[config.mk]
export PLATFORM = sky130hd
export DESIGN_NAME = gp_cmd_fetch
export DESIGN_NICKNAME = d
export VERILOG_FILES = /design/src/rtl/gp_cmd_fetch.sv
export SDC_FILE = /design/constraint.sdc
export NUM_CORES = 1
export LEC_CHECK = 0
export ABC_AREA = 1
export BUFFER_PORTS_ARGS = -buffer_cell sky130_fd_sc_hd__buf_2
export CAP_MARGIN = 20
export CORE_MARGIN = 10
export CORE_UTILIZATION = 40
export DETAILED_ROUTE_END_ITERATION = 8
export SYNTH_ARGS = -nofsm -noshare
export SYNTH_HDL_FRONTEND = slang
export SYNTH_SLANG_ARGS = --single-unit
[constraint.sdc]
create_clock -name clk -period 7.2 [get_ports clk]
set_clock_uncertainty 0.15 [all_clocks]
set_input_delay 1.8 -clock clk [delete_from_list [all_inputs] [get_ports clk]]
set_output_delay 1.8 -clock clk [all_outputs]
set_load 0.05 [all_outputs]
[src/rtl/gp_cmd_fetch.sv]
// gp_cmd_fetch -- graphics command list fetcher.
//
// Purpose:
//   Starts on a one-cycle gp_valid pulse from the CPU. Streams 32-bit command
//   words from memory, beginning at the word-aligned command-list address,
//   into a small FIFO. Presents them to the drawing engines together with the
//   frame base latched at start. A word whose opcode is 0x00 (STOP) ends the
//   list. Once all outstanding reads have returned, the FIFO is empty and the
//   engine is idle, gp_done pulses for one cycle.
//
// Parameters:
//   FIFO_DEPTH : command FIFO entries (power of two, >= 2)
//   MAX_OUT    : maximum outstanding memory reads (<= FIFO_DEPTH)
//   MAX_WORDS  : per-list command word limit (GP_FETCH_LIMIT_EN builds only)
//
// Optional feature macro: GP_FETCH_LIMIT_EN
//   Defined   : accepted requests are counted per list. Reaching MAX_WORDS
//               without a STOP halts fetching, sets gp_err and drains.
//   Undefined : no counter, and gp_err is tied to 0.
//
// Ports:
//   clk, rst            clock, asynchronous active-low reset
//   gp_code, gp_frame   command list byte address, frame base (sampled at start)
//   gp_valid / gp_done  start pulse in / completion pulse out
//   busy                high from accepted start until gp_done
//   mem_req_*           read request channel (valid/ready/addr)
//   mem_resp_*          in-order read data, one per accepted request
//   cmd_valid/ready     command word handshake to the drawing engines
//   cmd_data, cmd_frame command word (opcode in [31:24]) and its frame base
//   engine_busy         drawing engine still executing
//   gp_err              list hit the word limit (limit builds only)

module gp_cmd_fetch #(
  parameter int FIFO_DEPTH = 8,
  parameter int MAX_OUT    = 4,
  parameter int MAX_WORDS  = 4096
) (
  input  logic        clk,
  input  logic        rst,
  input  logic [31:0] gp_code,
  input  logic [31:0] gp_frame,
  input  logic        gp_valid,
  output logic        gp_done,
  output logic        busy,
  output logic        mem_req_valid,
  input  logic        mem_req_ready,
  output logic [31:0] mem_req_addr,
  input  logic        mem_resp_valid,
  input  logic [31:0] mem_resp_data,
  output logic        cmd_valid,
  input  logic        cmd_ready,
  output logic [31:0] cmd_data,
  output logic [31:0] cmd_frame,
  input  logic        engine_busy,
  output logic        gp_err
);

  localparam int AW = (FIFO_DEPTH > 1) ? $clog2(FIFO_DEPTH) : 1;
  // One spare bit so fifo_count + outstanding never wraps.
  localparam int CW = $clog2(FIFO_DEPTH + 1) + 1;

  typedef enum logic [1:0] {
    IDLE  = 2'd0,
    FETCH = 2'd1,
    DRAIN = 2'd2,
    DONE  = 2'd3
  } state_t;

  state_t        state;
  logic [31:0]   ptr;
  logic [CW-1:0] fifo_count;
  logic [CW-1:0] outstanding;
  logic [AW-1:0] rd_idx;
  logic [AW-1:0] wr_idx;
  logic [AW-1:0] rd_next;
  logic [31:0]   fifo_mem [FIFO_DEPTH];
  logic          stop_seen;

  logic          credit;
  logic          limit_ok;
  logic          req_acc;
  logic          resp_live;
  logic          resp_stop;
  logic          push;
  logic          pop;
  logic [31:0]   head_next;

`ifdef GP_FETCH_LIMIT_EN
  logic [31:0]   req_cnt;
  logic          limit_hit;

  assign limit_ok  = (req_cnt < 32'(MAX_WORDS));
  // The accept that brings the count to MAX_WORDS ends the list.
  assign limit_hit = req_acc && (req_cnt == 32'(MAX_WORDS - 1));
`else
  logic          unused_cfg;

  assign limit_ok   = 1'b1;
  assign unused_cfg = (MAX_WORDS == 0);
  assign gp_err     = 1'b0;
`endif

  // Credit rule: every in-flight read already owns a FIFO slot, so pushes can
  // never overflow the FIFO. Both terms are register-based, so a raised request
  // can only drop when the credit itself runs out (or the list ends).
  assign credit = (outstanding < CW'(MAX_OUT)) &&
                  ((fifo_count + outstanding) < CW'(FIFO_DEPTH));

  assign mem_req_valid = (state == FETCH) && credit && limit_ok;
  assign mem_req_addr  = ptr;
  assign req_acc       = mem_req_valid && mem_req_ready;

  // Responses only count while a list is active and a read is actually owed.
  assign resp_live = mem_resp_valid && ((state == FETCH) || (state == DRAIN)) &&
                     (outstanding != '0);
  assign resp_stop = resp_live && (mem_resp_data[31:24] == 8'h00);
  // After a STOP, every later response is discarded. After a limit stop
  // (no STOP seen), in-flight words are still delivered.
  assign push      = resp_live && !resp_stop && !stop_seen;

  assign cmd_valid = (fifo_count != '0);
  assign pop       = cmd_valid && cmd_ready;

  // Head of the FIFO after this cycle's push/pop. The incoming word bypasses
  // storage when it lands in the slot that becomes the head, so it shows up on
  // cmd_data one cycle after its response.
  assign rd_next   = pop ? (rd_idx + AW'(1)) : rd_idx;
  assign head_next = (push && (rd_next == wr_idx)) ? mem_resp_data : fifo_mem[rd_next];

  // FIFO storage is pure data; emptiness is tracked by the pointers and count.
  always_ff @(posedge clk) begin
    if (push) begin
      fifo_mem[wr_idx] <= mem_resp_data;
    end
  end

  always_ff @(posedge clk or negedge rst) begin
    if (!rst) begin
      state       <= IDLE;
      ptr         <= '0;
      fifo_count  <= '0;
      outstanding <= '0;
      rd_idx      <= '0;
      wr_idx      <= '0;
      stop_seen   <= 1'b0;
      busy        <= 1'b0;
      gp_done     <= 1'b0;
      cmd_data    <= '0;
      cmd_frame   <= '0;
`ifdef GP_FETCH_LIMIT_EN
      req_cnt     <= '0;
      gp_err      <= 1'b0;
`endif
    end else begin
      gp_done <= 1'b0;

      unique case (state)
        IDLE: begin
          if (gp_valid) begin
            ptr       <= {gp_code[31:2], 2'b00};
            cmd_frame <= gp_frame;
            busy      <= 1'b1;
            stop_seen <= 1'b0;
`ifdef GP_FETCH_LIMIT_EN
            req_cnt   <= '0;
            gp_err    <= 1'b0;
`endif
            state     <= FETCH;
          end
        end

        FETCH: begin
          if (resp_stop) begin
            stop_seen <= 1'b1;
            state     <= DRAIN;
          end
`ifdef GP_FETCH_LIMIT_EN
          else if (limit_hit) begin
            gp_err <= 1'b1;
            state  <= DRAIN;
          end
`endif
        end

        DRAIN: begin
          // A STOP may still arrive here after a limit stop; from then on
          // the remaining in-flight words are discarded.
          if (resp_stop) begin
            stop_seen <= 1'b1;
          end
          if ((outstanding == '0) && (fifo_count == '0) && !engine_busy) begin
            gp_done <= 1'b1;
            busy    <= 1'b0;
            state   <= DONE;
          end
        end

        DONE: begin
          state <= IDLE;
        end

        default: begin
          state <= IDLE;
        end
      endcase

      // Request side: advance the fetch pointer, wrapping modulo 2^32.
      if (req_acc) begin
        ptr <= ptr + 32'd4;
`ifdef GP_FETCH_LIMIT_EN
        req_cnt <= req_cnt + 32'd1;
`endif
      end

      // Outstanding reads: an accept and a response in one cycle cancel out.
      unique case ({req_acc, resp_live})
        2'b10:   outstanding <= outstanding + CW'(1);
        2'b01:   outstanding <= outstanding - CW'(1);
        default: outstanding <= outstanding;
      endcase

      // FIFO occupancy: push+pop at any count leaves it unchanged.
      unique case ({push, pop})
        2'b10:   fifo_count <= fifo_count + CW'(1);
        2'b01:   fifo_count <= fifo_count - CW'(1);
        default: fifo_count <= fifo_count;
      endcase

      if (push) begin
        wr_idx <= wr_idx + AW'(1);
      end
      rd_idx <= rd_next;

      if (push || pop) begin
        cmd_data <= head_next;
      end
    end
  end

endmodule

==> results.toml, run 1 <==
[critical_path]
critPathTopFamily = "simple AND/OR/NAND/NOR gates"
crit_fanout = 6
worstSetupStartpointType = "register"
cp.arrival_ns = 2.32
path_cells = "ha_1 -> nand3_1 -> nand2_1 -> nand2_1 -> nand2_1 -> nand2_1 -> nand2_1 -> nand2_1 -> nand2_1 -> nor2_1 -> buf_2"
worst-path-buf-inv = 1
r2r.worst_path.cells = 22
slowest_delay_ns = 0.45
end_kind = "primary output"
critical_path.most_common_cell = "nand2_1"
worst-path-stages = 11
worstSetupPathType = "reg2out"
cp_slowest_cell = "dfrtp_1"
cp.required_ns = 5.25

[logic_synthesis]
syn_area_um2 = 17800
synth-seq-cells = 371
top_post_synthesis_cells_by_area = "edfxtp_1, dfrtp_1, nand2_1, nand3_1, inv_1"
avgSynthCellArea_um2 = 9.01
seq_area_frac_synth_pct = 59.5
synth_top_area_share_pct = 43.3
ys.warnings.count = 0
distinct_cells_synth = 35
asyncSetResetFlopFracSynth_pct = 31.0
netlist_instances = 1970
synthDominantAreaCellType = "edfxtp_1"
synth-edff-count = 256
most_used_flip_flop_cell_after_synthesis = "edfxtp_1"

[routing]
drt_pre_antenna_iters = 5
route.detailed.drc = 0
initialDrtViolationCount = 935
antenna_left = 0
vias = 13420
finalWirelength_mm = 48.2
via_per_inst = 4.84
wire_per_inst_um = 17.4

[clock_network]
cts_root_buffer = "clkbuf_16"
clock_sink_count = 371
clock_latency_ns = 0.58
tritoncts = "built"
cts_setup_buffers = 0
cts.path.max_buffers = 3
htree_levels = 2
cts_repair_resize_count = 0
worst_setup_hold_path_clk_slew_ns = 0.06
cts_made_buffers = 42
cts-hold-fix-buffers = 0

[layout]
nets = 2266
final_core_utilization_pct = 46.9
area_delta_synth_final_pct = 16.2
fillCellCount = 4257
post_route_cells_drive_above_1_share_pct = 14.4

[die]
num_io_pins = 204
dieArea_um2 = 53200
die_height_um = 231
initial_standard_cell_utilization_of_the_core_pct = 40.3
fp.dieW_um = 231
floorplan.core_area_um2 = 44000
row_count = 77

[sta]
final_report_hold_violation_count = 0
fin_setup_tns_ns = 0
slew-limit-headroom_pct = 24.3
setup_repair_after_global_routing_missed_its_margin = "false"
max_slew.worst_pin.slew_ns = 1.14
slew_viol_final = 0
period_minus_slack_ns = 4.27
timing.fmax_ghz = 0.234
final.period_utilization_pct = 59.3
report.final.setup_viol = 0

[power]
post-layout-total-power_mw = 9.23
power_density_nw_per_um2 = 447
max-vdd-ir-drop_mv = 0.283
static-leakage-power_nw = 9.89

[grt]
vias_in_the_first_global_route = 13038
grt_first_pass_wirelength_mm = 74.6
grt_remaining_overflow = 0
antenna_found_initial = 10
grt_usage_pct = 17.8
grt_max_degree = 98

[min_path]
worst_min_delay_path_class = "reg2reg"
hold_depth = 2

[job]
max-cap-violations = 0

[place]
portBuffers = 198
finalWeightedCongestion = 0.885
place.detailed.hpwl_mm = 28.8

[run_status]
status = "completed"
==> area by class of cell <==
class | instances | area (µm²) | area share (%)
clock inverters | 26 | 295 | 1.43
inverters | 356 | 1340 | 6.47
clock buffers | 51 | 1100 | 5.35
repair buffers | 219 | 1150 | 5.58
diodes | 4 | 10.0 | 0.0485
flip-flops and latches | 371 | 10600 | 51.2
multi-input cells | 1154 | 5440 | 26.3
well taps | 592 | 741 | 3.59
==> cell usage after synthesis (3+ instances only) <==
library cell	count
nand2_1	633
inv_1	352
nand3_1	290
edfxtp_1	256
dfrtp_1	115
nor2_1	50
buf_2	49
nand4_1	38
o21ai_0	29
xor2_1	24
ha_1	18
clkbuf_1	17
nor3_1	15
xnor2_1	13
o211ai_1	11
buf_6	10
a21oi_1	8
buf_4	8
buf_1	7
a21oi_2	5
inv_2	3
nand2_2	3
==> layout by cell type (no fill, tap or decap), types with 29 or more instances in the layout <==
cell,instances
nand3_1,290
dfrtp_1,115
inv_1,352
nand2_1,629
edfxtp_1,256
nor2_1,42
o21ai_0,29
buf_2,197
nand4_1,38
clkbuf_16,42
==> worst register-to-register path, delay by kind of cell, from the launching register on <==
family	cells	cell delay [ns]
xor gates and xnor gates	2	0.28
buffers and inverters	2	0.64
AOI/OAI and AO/OA	5	0.69
and+or+nand+nor	10	0.64
adders and majority gates	3	0.91
DFF	1	0.45
==> worst paths after layout <==
| path | from | end | slack [ns] |
|---|---|---|---|
| max | outstanding[1] | mem_req_valid | 2.93 |
| min | cmd_data[1] | cmd_data[1] | 0.32 |
| max reg2reg | outstanding[1] | outstanding[4] | 3.31 |
| min reg2reg | cmd_data[1] | cmd_data[1] | 0.32 |
| max in group asynchronous | rst | cmd_frame[27] | 4.32 |
| min in group asynchronous | rst | mem_req_addr[5] | 1.18 |
==> metal layers <==
metal	up-vias	track usage, %	routed length [µm]
met2	359	29.3	23200
met4	12	6.52	1480
met1	6346	22.8	20300
li1	6604	-	-
met3	99	3.80	3100
met5	-	0	86
==> per-stage QoR <==
stage	std cells	hold slack, ns	cell area, µm²	worst slack (ns)
4_1_cts	2769	0.326	20600	2.89
5_1_grt	2773	0.335	20600	2.73
2_1_floorplan	1972	0.328	17800	2.85
3_5_place_dp	2692	0.309	19200	2.48
6_report	2773	0.322	20600	2.93
3_3_place_gp	2692	0.307	19200	2.49
==> kinds of logic after synthesis <==
kind of cell	count (synthesis)	synth area share, %
buffers and inverters	447	10.4
other	1	0.0211
DFF	371	59.5
xor gates and xnor gates	37	1.82
adders and majority gates	19	1.38
AOI/OAI and AO/OA	55	1.83
and+or+nand+nor	1040	25.1
==> sequential cells by signal, summed over array words and instances, names as in the netlist, 2 cells and up <==
register      flops
rd_idx            3
fifo_count        5
wr_idx            3
outstanding       5
cmd_data         32
cmd_frame        32
state             2
fifo_mem        256
mem_req_addr     30
==> power breakdown <==
| part | internal (mW) | leakage [nW] | switching (mW) |
|---|---|---|---|
| clock | 1.28 | 0.693 | 0.888 |
| sequential | 2.69 | 3.70 | 0.314 |
| combinational | 1.05 | 5.50 | 3.01 |
Note: power is estimated with default switching activity, not from simulation.
==> run 2: changes to the inputs <==
==> constraint.sdc (replaced) <==
create_clock -name clk -period 4.2 [get_ports clk]
set_clock_uncertainty 0.15 [all_clocks]
set_input_delay 1.05 -clock clk [delete_from_list [all_inputs] [get_ports clk]]
set_output_delay 1.05 -clock clk [all_outputs]
set_load 0.05 [all_outputs]
==> run 2 against run 1 <==
Net effect: power is 71% higher; sequential share of layout area is 0.35 points lower; core utilization is 0.32 points higher; cell area is 0.69% higher; global-route usage is 0.13 points lower; largest power group unchanged.
==> results.toml, run 2 (synthesis gave the netlist of run 1 again) <==
[clock_network]
cts_repair_resize_count = 0
htree_levels = 2
cts-hold-fix-buffers = 0
cts.path.max_buffers = 3
clock_latency_ns = 0.57
cts_root_buffer = "clkbuf_16"
cts_setup_buffers = 0
worst_setup_hold_path_clk_slew_ns = 0.06
cts_made_buffers = 42
tritoncts = "built"
clock_sink_count = 371

[routing]
vias = 13380
initialDrtViolationCount = 1007
drt_pre_antenna_iters = 4
route.detailed.drc = 0
antenna_left = 0
finalWirelength_mm = 48.0
wire_per_inst_um = 17.2
via_per_inst = 4.80

[layout]
nets = 2280
area_delta_synth_final_pct = 17.0
finalNonFillerCells = 2786
largest_register_ffs = 256
mostFrequentLayoutCells = "nand2_1, inv_1, nand3_1, edfxtp_1, buf_2"
largest_registers = "fifo_mem: 256 flops, cmd_data: 32 flops, cmd_frame: 32 flops"
largest_register = "fifo_mem"
most_frequent_standard_cell_in_the_layout_excluding_fill_and_tap_cells = "nand2_1"
post_route_cells_drive_above_1_share_pct = 14.8

[critical_path]
ff2ff_setup_slack_ns = 0.80
cp_slowest_cell = "dfrtp_1"
cp.arrival_ns = 2.33
critical_path.most_common_cell = "nand2_1"
cp.required_ns = 3.00
end_kind = "primary output"
worstSetupPathType = "reg2out"
worstSetupStartpointType = "register"
path_cells = "ha_1 -> nand3_1 -> nand2_1 -> nand2_1 -> nand2_1 -> nand2_1 -> nand2_1 -> nand2_1 -> nand2_1 -> nor2_1 -> buf_2"
crit_fanout = 6
slowest_delay_ns = 0.46

[power]
post-layout-total-power_mw = 15.8
power_density_nw_per_um2 = 761
static-leakage-power_nw = 9.96
max-vdd-ir-drop_mv = 0.435

[die]
fp.dieW_um = 231
die_height_um = 231
row_count = 77
floorplan.core_area_um2 = 44000
dieArea_um2 = 53200
initial_standard_cell_utilization_of_the_core_pct = 40.3
num_io_pins = 204

[place]
place.detailed.hpwl_mm = 29.9
portBuffers = 198
dp.cells = 2706
finalWeightedCongestion = 0.890

[min_path]
worst_min_delay_path_class = "in2async"

[job]
max-cap-violations = 0

[sta]
fin_worst_hold_slack_ns = 0.314
final_report_hold_violation_count = 0
fin_setup_tns_ns = 0
period_minus_slack_ns = 3.53
timing.fmax_ghz = 0.283
setup_repair_after_global_routing_missed_its_margin = "false"
report.final.setup_viol = 0
slew-limit-headroom_pct = 30.2
slew_viol_final = 0
final.period_utilization_pct = 84.1
max_slew.worst_pin.slew_ns = 1.04

[grt]
grt_usage_pct = 17.7
antenna_found_initial = 6
vias_in_the_first_global_route = 13155
grt_remaining_overflow = 0
grt_max_degree = 84
grt_first_pass_wirelength_mm = 74.2

[run_status]
status = "completed"
run 2: changes by cell type in the layout (fill, tap and decap cells not counted), sizes merged:
cell and delta:
diode -1, bufinv -3, clkbuf +9, clkinvlp +2, inv -1, buf +14, clkinv -7
run 2: worst max-delay path: cells and delay by family (launching register included):
| kind | cells | cell delay (ns) |
|---|---|---|
| buffers and inverters | 1 | 0.31 |
| DFF | 1 | 0.46 |
| and+or+nand+nor | 9 | 0.69 |
| adders and majority gates | 1 | 0.30 |
run 2: path summary, 6_finish.rpt:
| path | startpoint | cells after the start | to |
|---|---|---|---|
| max in group asynchronous | rst | 2 | cmd_data[23] |
| worst min register to register | cmd_frame[31] | 2 | cmd_frame[31] |
| min in group clk | cmd_frame[31] | 2 | cmd_frame[31] |
| worst max-delay path | outstanding[1] | 11 | mem_req_valid |
| worst min-delay path | rst | 1 | mem_req_addr[5] |
| worst max register to register | outstanding[1] | 21 | outstanding[4] |
run 2: layer usage:
| metal | part of all wire (%) | up-vias | GRT usage [%] | wire length (µm) |
|---|---|---|---|---|
| met1 | 43 | 6302 | 23.2 | 20500 |
| met4 | 2.2 | 8 | 5.61 | 1040 |
| met3 | 6.4 | 84 | 3.50 | 3080 |
| met5 | 0.11 | - | 0 | 52 |
| li1 | - | 6635 | - | - |
| met2 | 49 | 351 | 29.0 | 23300 |
run 2: metrics by stage:
stage | worst slack [ns] | cell area (µm²) | utilization [%]
3_5_place_dp | 0.504 | 19400 | 44.1
4_1_cts | 0.614 | 20800 | 47.2
6_report | 0.669 | 20800 | 47.2
3_3_place_gp | 0.548 | 19400 | 44.1
5_1_grt | 0.420 | 20800 | 47.2
2_1_floorplan | 0.242 | 17800 | -
run 2: cell type report:
type | instances | area, µm²
clock buffers | 60 | 1190
clock inverters | 17 | 175
well taps | 592 | 741
flip-flops and latches | 371 | 10600
diodes | 3 | 7.51
repair buffers | 233 | 1330
fillers | 4180 | 23200
multi-input cells | 1154 | 5440
inverters | 356 | 1340
run 2: report_power, final:
group / switching (mW) / internal (mW)
logic: 5.19 / 1.88
clock network: 1.49 / 2.11
registers: 0.533 / 4.61
total: 7.21 / 8.60
==> run 3: changes to the inputs <==
==> constraint.sdc (replaced) <==
create_clock -name clk -period 3.6 [get_ports clk]
set_clock_uncertainty 0.15 [all_clocks]
set_input_delay 0.9 -clock clk [delete_from_list [all_inputs] [get_ports clk]]
set_output_delay 0.9 -clock clk [all_outputs]
set_load 0.05 [all_outputs]
==> run 3 against run 2 <==
Net effect: critical path depth unchanged; global-route usage down 0.16 points; register-to-register slack got worse by 0.44 ns; first-iteration DRC count increased by 13%; clock-buffer cell count is 2 lower; die area is the same; sequential cell count did not move; setup slack got worse by 0.37 ns; critical path type unchanged; critical endpoint unchanged.
==> results.toml, run 3 (synthesis gave the netlist of run 1 again) <==
[grt]
gr-usage-met2_pct = 29.4
busiest_layer = "met2"
grt_usage_pct = 17.5
grt_remaining_overflow = 0
routing_usage_on_met3_pct = 3.38
antenna_found_initial = 7
globalRouteMet1Util_pct = 22.3
grt_max_degree = 87
vias_in_the_first_global_route = 13099
grt_first_pass_wirelength_mm = 73.8

[critical_path]
rr_endpoint = "outstanding[4]"
cp.required_ns = 2.55
end_kind = "primary output"
worst_setup_path_startpoint = "fifo_count[1]"
ff2ff_setup_slack_ns = 0.36
worstSetupStartpointType = "register"
worstSetupPathType = "reg2out"
crit_fanout = 5
crit_end = "mem_req_valid"
r2r.worst_path.cells = 21
cp.arrival_ns = 2.25
source_of_the_worst_register_to_register_timing_path = "fifo_count[1]"

[sta]
period_minus_slack_ns = 3.30
postLayoutSetupSlackWorst_ns = 0.300
setup_repair_after_global_routing_missed_its_margin = "false"
final.period_utilization_pct = 91.7
max_slew.worst_pin.slew_ns = 0.891
final_report_hold_violation_count = 0
fin_setup_tns_ns = 0
fin_worst_hold_slack_ns = 0.178
timing.fmax_ghz = 0.303
report.final.setup_viol = 0
slew-limit-headroom_pct = 40.5
slew_viol_final = 0

[routing]
initialDrtViolationCount = 1139
vias = 13527
via_per_inst = 4.85
antenna_left = 0
finalWirelength_mm = 48.0
drt_pre_antenna_iters = 5
route.detailed.drc = 0
wire_per_inst_um = 17.2

[layout]
area_delta_synth_final_pct = 17.3
nets = 2284
largest_registers = "fifo_mem: 256 flops, cmd_data: 32 flops, cmd_frame: 32 flops"
largest_register = "fifo_mem"
finalNonFillerCells = 2788
finalInstanceArea_um2 = 20800
largest_register_ffs = 256
multi_input_comb_area_um2 = 5450
most_frequent_standard_cell_in_the_layout_excluding_fill_and_tap_cells = "nand2_1"
mostFrequentLayoutCells = "nand2_1, inv_1, nand3_1, edfxtp_1, buf_2"
sequential_cell_area_um2 = 10600
fillCellCount = 4235
final_core_utilization_pct = 47.3
post_route_cells_drive_above_1_share_pct = 15.0

[die]
floorplan.core_area_um2 = 44000
dieArea_um2 = 53200
die_height_um = 231
fp.dieW_um = 231
row_count = 77
initial_standard_cell_utilization_of_the_core_pct = 40.3
num_io_pins = 204

[power]
static-leakage-power_nw = 9.97
post-layout-total-power_mw = 18.4
power_density_nw_per_um2 = 885
max-vdd-ir-drop_mv = 0.578

[clock_network]
clock_sink_count = 371
worst_setup_hold_path_clk_slew_ns = 0.06
cts.path.max_buffers = 3
htree_levels = 2
cts_made_buffers = 43
tritoncts = "built"
cts-hold-fix-buffers = 0
clock_latency_ns = 0.57
cts_root_buffer = "clkbuf_16"

[place]
dp.cells = 2709
pre_cts_slack_ns = 0.302
portBuffers = 198
placed_cell_area_um2 = 19500
place.detailed.hpwl_mm = 29.6
finalWeightedCongestion = 0.863

[job]
max-cap-violations = 0

[min_path]
worst_min_delay_path_class = "in2async"

[run_status]
status = "completed"
-- run 3: cell types whose count changed in the layout (fill, tap and decap cells not counted), moves of 2 or more --
cell	previous run	this run
buf_12	6	11
clkinv_1	5	9
buf_4	30	28
clkbuf_1	12	10
clkinv_2	7	5
clkinvlp_4	2	0
-- run 3: where the power goes --
group          switching, mW  internal (mW)
combinational           6.09           2.25
clock                   1.73           2.38
sequential             0.603           5.38
total                   8.43           10.0
-- run 3: cell type report --
class                           count  share of cell area [%]
Antenna cell                        3                  0.0360
Clock buffer                       58                    5.68
Clock inverter                     18                   0.643
Inverter                          356                    6.41
Multi-Input combinational cell   1154                    26.2
Sequential cell                   371                    50.7
Tap cell                          592                    3.56
Timing Repair Buffer              236                    6.80
-- run 3: worst min path at each step --
stage	startpoint	endpoint	slack, ns
2_1_floorplan	state[1]	state[1]	0.33
4_1_cts	rst	mem_req_addr[3]	0.18
5_1_grt	rst	mem_req_addr[3]	0.21
3_3_place_gp	cmd_data[25]	cmd_data[25]	0.31
6_report	rst	mem_req_addr[3]	0.18
3_5_place_dp	cmd_frame[5]	cmd_frame[5]	0.31
-- run 3: worst max-delay path: stages (launching register included) --
cell	delay, ns
dfrtp_1	0.44
ha_1	0.31
nand3_1	0.08
nand2_1	0.05
nand2_1	0.07
nand2_1	0.07
nand2_1	0.07
nand2_1	0.06
nand2_1	0.07
nand2_1	0.08
nor2_4	0.11
buf_2	0.29
-- run 3: repair_timing --
action,in CTS,in global routing
resized for setup,0,2
setup endpoints to repair,0,1
buffers inserted,0,0
-- run 3: routing by layer --
layer  vias up  part of all wire [%]
met4         4                   2.4
li1       6650                     -
met2       381                    49
met5         -                 0.056
met1      6413                    42
met3        79                   6.2
